<file path="config.mk">
export PLATFORM = sky130hd
export DESIGN_NAME = apb_uart_req_arbiter
export DESIGN_NICKNAME = d
export VERILOG_FILES = /design/src/rtl/apb_uart_req_arbiter.sv
export SDC_FILE = /design/constraint.sdc
export NUM_CORES = 1
export LEC_CHECK = 0
export ABC_AREA = 1
export BUFFER_PORTS_ARGS = -buffer_cell sky130_fd_sc_hd__buf_2
export CAP_MARGIN = 25
export CORE_MARGIN = 4
export CORE_UTILIZATION = 40
export DETAILED_ROUTE_END_ITERATION = 6
export PLACE_DENSITY_LB_ADDON = 0.25
export SYNTH_ARGS = -nofsm -noshare
export SYNTH_HDL_FRONTEND = slang
export SYNTH_SLANG_ARGS = --single-unit
</file>
<file path="constraint.sdc">
create_clock -name PCLK -period 2.1 [get_ports PCLK]
set_input_delay 0.105 -clock PCLK [delete_from_list [all_inputs] [get_ports PCLK]]
set_output_delay 0.105 -clock PCLK [all_outputs]
set_load 0.01 [all_outputs]
</file>
<file path="src/rtl/apb_uart_req_arbiter.sv">
// ============================================================================
// apb_uart_req_arbiter : two-port round-robin APB master for apb_uart_top
// Revision: 1.0
// ============================================================================
`default_nettype none

module apb_uart_req_arbiter #(
  parameter int DATA_WIDTH     = 32,
  parameter int ADDR_WIDTH     = 32,
  parameter int TIMEOUT_CYCLES = 16
) (
  input  logic                  PCLK,
  input  logic                  PRESETn,
  input  logic                  req0_valid,
  input  logic                  req0_write,
  input  logic [ADDR_WIDTH-1:0] req0_addr,
  input  logic [DATA_WIDTH-1:0] req0_wdata,
  output logic                  req0_ready,
  output logic                  req0_rvalid,
  output logic [DATA_WIDTH-1:0] req0_rdata,
  output logic                  req0_err,
  input  logic                  req1_valid,
  input  logic                  req1_write,
  input  logic [ADDR_WIDTH-1:0] req1_addr,
  input  logic [DATA_WIDTH-1:0] req1_wdata,
  output logic                  req1_ready,
  output logic                  req1_rvalid,
  output logic [DATA_WIDTH-1:0] req1_rdata,
  output logic                  req1_err,
  output logic                  PSELx,
  output logic                  PENABLE,
  output logic                  PWRITE,
  output logic [ADDR_WIDTH-1:0] PADDR,
  output logic [DATA_WIDTH-1:0] PWDATA,
  input  logic [DATA_WIDTH-1:0] PRDATA,
  input  logic                  PREADY,
  input  logic                  PSLVERR
);

  localparam int c_cnt_w = (TIMEOUT_CYCLES > 0) ? $clog2(TIMEOUT_CYCLES + 1) : 1;
  localparam logic [c_cnt_w-1:0] c_limit   = c_cnt_w'((TIMEOUT_CYCLES > 0) ? TIMEOUT_CYCLES - 1 : 0);
  localparam logic [c_cnt_w-1:0] c_cnt_max = '1;

  typedef enum logic [1:0] {
    IDLE   = 2'd0,
    SETUP  = 2'd1,
    ACCESS = 2'd2
  } state_t;

  state_t                r_state;
  state_t                w_state_nxt;
  logic                  w_grant0;
  logic                  w_grant1;
  logic                  w_expire;
  logic                  r_last;
  logic                  r_owner;
  logic [c_cnt_w-1:0]    r_cnt;
  logic [1:0]            r_rvalid;
  logic [DATA_WIDTH-1:0] r_rdata;
  logic                  r_err;

  always_ff @(posedge PCLK or negedge PRESETn) begin
    if (!PRESETn) r_state <= IDLE;
    else          r_state <= w_state_nxt;
  end

  // On contention the port that was not granted last wins; r_last resets to 1 so port 0 leads.
  always_comb begin
    w_state_nxt = r_state;
    w_grant0    = 1'b0;
    w_grant1    = 1'b0;
    w_expire    = 1'b0;
    case (r_state)
      IDLE: begin
        w_grant0 = req0_valid && (!req1_valid || r_last);
        w_grant1 = req1_valid && (!req0_valid || !r_last);
        if (w_grant0 || w_grant1) w_state_nxt = SETUP;
      end
      SETUP: w_state_nxt = ACCESS;
      ACCESS: begin
        if (PREADY) begin
          w_state_nxt = IDLE;
        end else if ((TIMEOUT_CYCLES != 0) && (r_cnt == c_limit)) begin
          w_expire    = 1'b1;
          w_state_nxt = IDLE;
        end
      end
      default: w_state_nxt = IDLE;
    endcase
  end

  always_ff @(posedge PCLK or negedge PRESETn) begin
    if (!PRESETn) begin
      PSELx    <= 1'b0;
      PENABLE  <= 1'b0;
      PWRITE   <= 1'b0;
      PADDR    <= '0;
      PWDATA   <= '0;
      r_last   <= 1'b1;
      r_owner  <= 1'b0;
      r_cnt    <= '0;
      r_rvalid <= 2'b00;
      r_rdata  <= '0;
      r_err    <= 1'b0;
    end else begin
      r_rvalid <= 2'b00;
      r_rdata  <= '0;
      r_err    <= 1'b0;
      case (r_state)
        IDLE: begin
          if (w_grant0 || w_grant1) begin
            r_owner <= w_grant1;
            r_last  <= w_grant1;
            PSELx   <= 1'b1;
            PENABLE <= 1'b0;
            PADDR   <= w_grant1 ? req1_addr : req0_addr;
            PWRITE  <= w_grant1 ? req1_write : req0_write;
            if (w_grant1) PWDATA <= req1_write ? req1_wdata : '0;
            else          PWDATA <= req0_write ? req0_wdata : '0;
            r_cnt   <= '0;
          end
        end
        SETUP: PENABLE <= 1'b1;
        ACCESS: begin
          if (PREADY) begin
            PSELx             <= 1'b0;
            PENABLE           <= 1'b0;
            r_rvalid[r_owner] <= 1'b1;
            r_rdata           <= (!PWRITE && !PSLVERR) ? PRDATA : '0;
            r_err             <= PSLVERR;
          end else if (w_expire) begin
            PSELx             <= 1'b0;
            PENABLE           <= 1'b0;
            r_rvalid[r_owner] <= 1'b1;
            r_err             <= 1'b1;
          end else if (r_cnt != c_cnt_max) begin
            r_cnt <= r_cnt + 1'b1;
          end
        end
        default: ;
      endcase
    end
  end

  assign req0_ready  = w_grant0;
  assign req1_ready  = w_grant1;
  assign req0_rvalid = r_rvalid[0];
  assign req1_rvalid = r_rvalid[1];
  assign req0_rdata  = r_rvalid[0] ? r_rdata : '0;
  assign req1_rdata  = r_rvalid[1] ? r_rdata : '0;
  assign req0_err    = r_rvalid[0] & r_err;
  assign req1_err    = r_rvalid[1] & r_err;

endmodule

`default_nettype wire

</file>
# --- Word level (Yosys, flattened, before mapping) ---
# Cells that the tools add are included.
totals:
  register_bits: 111
  in_bits: 168
  output_inout_bits: 137
classes:
  add_sub_neg: 1
  order_cmp: 2
  eq_ne: 11
  muxes: 38
  n_bitwise: 2
  reduce_logical: 21
ops:
  columns: ["operator", "count"]
  rows:
  - ["$mux 32", 9]
  - ["$mux 5", 4]
  - ["$mux 1", 14]
  - ["$mux 2", 6]
  - ["$ne 2x2->1 const B", 5]
  - ["$pmux 5 s2", 1]
  - ["$ne 3x3->1 const B", 2]
  - ["$pmux 2 s3", 1]
  - ["$reduce_and 3->1", 2]
  - ["$add 5x1->5 const B", 1]
  - ["$eq 5x4->1 const B", 1]
  - ["$logic_not 1->1", 5]
  - ["$ne 5x5->1 const B", 1]
  - ["$reduce_and 5->1", 1]
  - ["$logic_and 1x1->1", 4]
  - ["$logic_or 1x1->1", 4]
  - ["$reduce_and 2->1", 2]
  - ["$pmux 1 s3", 1]
  - ["$reduce_bool 3->1", 1]
  - ["$and 1x1->1", 2]
  - ["$eq 2x1->1 const B", 1]
  - ["$eq 2x2->1 const B", 1]
  - ["$logic_not 2->1", 1]
  - ["$lt 1x2->1 const B", 1]
  - ["other kinds (4)", 4]

# --- Logic depth before layout (Yosys ltp) ---
logic_depth:
  word_depth: 7
  mapped_depth: 10
  ltp_nobuf: 10

# --- Least setup slack after synthesis ---
# OpenSTA, ideal clock, no wires.
synth_timing:
  kind: "reg2reg"
  start: "register r_cnt[0]"
  end: "register PENABLE"
  arrival_ps: 1412
  required_time_ps: 2028
  slack_ps: 616
  path_stages_with_launch: 8
  n_path_buf: 0
  cell_sequence: "dfrtp_1 ha_1 nand2_1 nor2_1 ha_1 o21ai_0 nand2_1 nor2_1"
synth_via:
  elab_chain_cells: 6
synth_lines:
  columns: ["item", "line_no", "text"]
  rows:
  - ["start: declaration", "57", "logic [c_cnt_w-1:0] r_cnt;"]
  - ["start signal: assignment", "137", "r_cnt <= r_cnt + 1'b1;"]
  - ["$eq 5x4->1", "83", "end else if ((TIMEOUT_CYCLES != 0) && (r_cnt == c_limit)) begin"]
  - ["$mux 1", "83", null]
  - ["$mux 1", "81", "if (PREADY) begin"]
  - ["$mux 1", "73", "case (r_state)"]
  - ["$ne 3x3->1 (no source line)", null, null]
  - ["$reduce_and 3->1 (no source line)", null, null]
  - ["end signal: assignment", "95", "PENABLE <= 1'b0;"]
  - ["end signal: assignment", "115", "PENABLE <= 1'b0;"]
  - ["end signal: assignment", "123", "SETUP: PENABLE <= 1'b1;"]
  - ["end: declaration", "31", "output logic PENABLE,"]
# Every way passes these cells.
# A chain may end at the register's enable or synchronous reset.

# --- Final worst setup path ---
layout_timing:
  start: "register r_state[0]"
  end: "output port req0_ready"
layout_via:
  elab_chain_cells: 2
layout_lines:
  columns: ["item", "line_no", "text"]
  rows:
  - ["start: declaration", "50", "state_t r_state;"]
  - ["start signal: assignment", "64", "else r_state <= w_state_nxt;"]
  - ["$logic_not 2->1", "73", null]
  - ["$mux 1", "73", null]
  - ["end: declaration", "18", "output logic req0_ready,"]
# Every way passes these cells.

==> summary.md <==
| Metric | Value |
|---|---|
| Worst path required time | `2000 ps` |
| GRT overflow | `0` |
| Post-route cell area | `0.008479 mm²` |
| Total number of vias | `6576` |
| Yosys warning count | `0` |
| Post-Route WL | `19290 µm` |
| Critical path peak fanout | `33` |
| GR Util All Layers | `0.2128` |
| Count of input and output buffers | `304` |
| Area of the multi-input gates | `0.002442 mm²` |
| Clock Latency Late Sink | `340 ps` |
| Setup TNS | `0 ps` |
| FF+latch area | `0.002779 mm²` |
| Leak | `5.977 nW` |
| Synth Register Bits | `111` |
| Post-Syn Instances | `947` |
| Clock Tree Buf Depth | `2` |
| Slew margin rel. | `0.5891` |
| Peak supply drop | `0.6394 mV` |
| Hold WS | `17.97 ps` |
| Fin crit share | `0.9290` |
| H-tree Lvls | `3` |
| Gpl congestion | `0.8012` |
| Worst setup path endpoint | `req0_ready` |
| Outcome | `completed` |
| Max stage delay on crit path | `460 ps` |
| Slew @ Worst Pin | `616.4 ps` |
| Clk sinks | `111` |
| Fraction of registers with async set or reset after synthesis | `1.000` |
| Vias/cell | `4.498` |
| Final Setup Violations | `0` |
| Setup slack, reg-to-reg | `450 ps` |
| EDFF count, synth | `0` |
| Unrepaired setup endpoints after global routing | `false` |
| Antenna-violating nets left | `0` |
| Ys flop type | `dfrtp_1` |
| Die boundary width | `133.0 µm` |
| Slowest cell on the critical path | `dfrtp_1` |
| Post-CTS sizing | `0` |
| Critical Path AT | `1850 ps` |
| Power per Cell Area | `1051 mW/mm²` |
| Layout Cells excl Fill | `1462` |
| Setup Crit Path Kind | `reg -> out` |
| F_max | `512.6 MHz` |
| Drt first-iter violations | `416` |
| Inst Count DP | `1422` |
| MaxCap Viol Count | `0` |
| Core area | `0.01526 mm²` |
| Leading cell types in the layout, fill and taps excluded | `nand2_1, buf_2, inv_1, dfrtp_1, nand3_1` |
| Worst Skew | `5.497 ps` |
| Sequential area share after synthesis | `0.4444` |
| Post-CTS setup buffers | `0` |
| Layout area overhead | `35.59%` |
| Hpwl dp | `13640 µm` |
| # DRC | `0` |
| Nets | `1416` |
| RR Startpoint | `r_cnt[0]` |
| CTS Root Cell | `clkbuf_16` |
| First-pass GRT wire length | `30990 µm` |
| I/O pins | `305` |
| Starting Density | `0.4098` |
| CTS buffer count | `9` |
| Synthesized area | `0.006253 mm²` |
| Worst Setup SP | `r_state[0]` |
| Die height | `133.0 µm` |
| Final hold vios | `0` |
| Hold_sp | `PRDATA[21]` |
| # rows | `45` |
| Die area | `0.01770 mm²` |
| DP Area | `0.007916 mm²` |
| Worst Reg-to-Reg Cells | `7` |
| Vias in the first global route | `6135` |
| Clk slew on worst S/H paths | `80 ps` |
| CP endpoint kind | `primary output` |
| Worst R2R End | `PENABLE` |
| Hold WC Path Type | `in -> reg` |
| Most common cell after layout, fill and taps aside | `nand2_1` |
| Cell Chain, Critical Path | `nor2_4 -> buf_4 -> inv_1 -> a211oi_1 -> buf_2` |
| Net Count, Synth | `1118` |
| Average wire per standard cell | `13.20 µm` |
| Minimum clock period | `1951 ps` |
| Layout cells sized above 1 | `0.2744` |
| Largest net degree at the start of global routing | `68` |
| Yosys cell types | `21` |
| Total power | `8.908 mW` |
| DR pass1 iterations | `4` |
| CTS tree | `built` |
| Fillers | `1520` |
| Avg Inst Size Synth | `6.603 µm²` |
| CP Launch Type | `register` |
| Slew Limit Fails | `0` |
| Antenna violations before repair | `1` |
[state kept, by name (all words and copies together), names as in the netlist, 2 cells and up]
register and count:
PADDR 32, PWDATA 32, r_rdata 32, r_cnt 5
r_state 2, r_rvalid 2
[Yosys cell counts (3+ instances only)]
library cell,count,area [µm²]
buf_6,3,33.78
nand2_1,444,1667
o21ai_0,9,45.04
nor3b_1,32,240.2
dfrtp_1,110,2753
ha_1,3,37.54
buf_2,18,90.09
nand3_1,69,345.3
clkbuf_1,30,112.6
nor2_1,6,22.52
inv_1,207,777.0
[metrics by stage]
step	utilization	setup WS, ps
global placement	0.5188	480.2
detailed placement	0.5188	433.8
floorplan	-	615.9
finish	0.5557	149.1
CTS	0.5549	135.3
global route	0.5557	17.14
[where the power goes]
part           internal (mW)  total [mW]  switching [mW]
registers               2.86        3.30           0.433
clock network           1.09        1.90           0.813
logic                   1.29        3.71            2.42
[routing by layer]
layer	global-route usage	wire [µm]	vias up
met5	0	0	-
met4	0.06409	348	0
met3	0.04791	1472	24
met2	0.3623	9244	247
met1	0.2703	8229	2983
li1	-	-	3322
[how the worst min path moves through the flow]
stage / end / slack [ps] / depth (start not counted)
after detailed placement: r_rdata[28] / 70 / 1
after CTS: r_rdata[5] / 0.3 / 2
after global routing: r_rdata[21] / 0.4 / 2
final: r_rdata[21] / 20 / 2
after global placement: r_rdata[28] / 60 / 1
after floorplan: PADDR[0] / -190 / 0
[what timing repair did]
item	in CTS	in global routing
hold buffers	22	1
setup endpoints to repair	0	0
hold endpoints to repair	49	1
[area by class of cell]
cell class              count  share of cell area
clock inverters             6             0.01077
well taps                 211             0.03113
flip-flops and latches    111              0.3277
diodes                      1           0.0002951
multi-input cells         574              0.2880
clock buffers              10             0.02818
inverters                 209             0.09252
repair buffers            340              0.2213
[cell families (layout without fill, tap and decap cells)]
kind of cell	Yosys count	after routing	synth area share
and+or+nand+nor	559	559	0.3739
AOI/OAI and AO/OA	12	12	0.01000
adders and majority gates	3	3	0.006003
buffers and inverters	262	565	0.1657
DFF	111	111	0.4444
other	0	1	0
[critical path: cells and delay by family (launching register included)]
kind            cells  cell delay (ps)
buf+inv             3              630
simple gates        1              180
compound gates      1              220
flops               1              460
(Power assumes the default switching activity.)
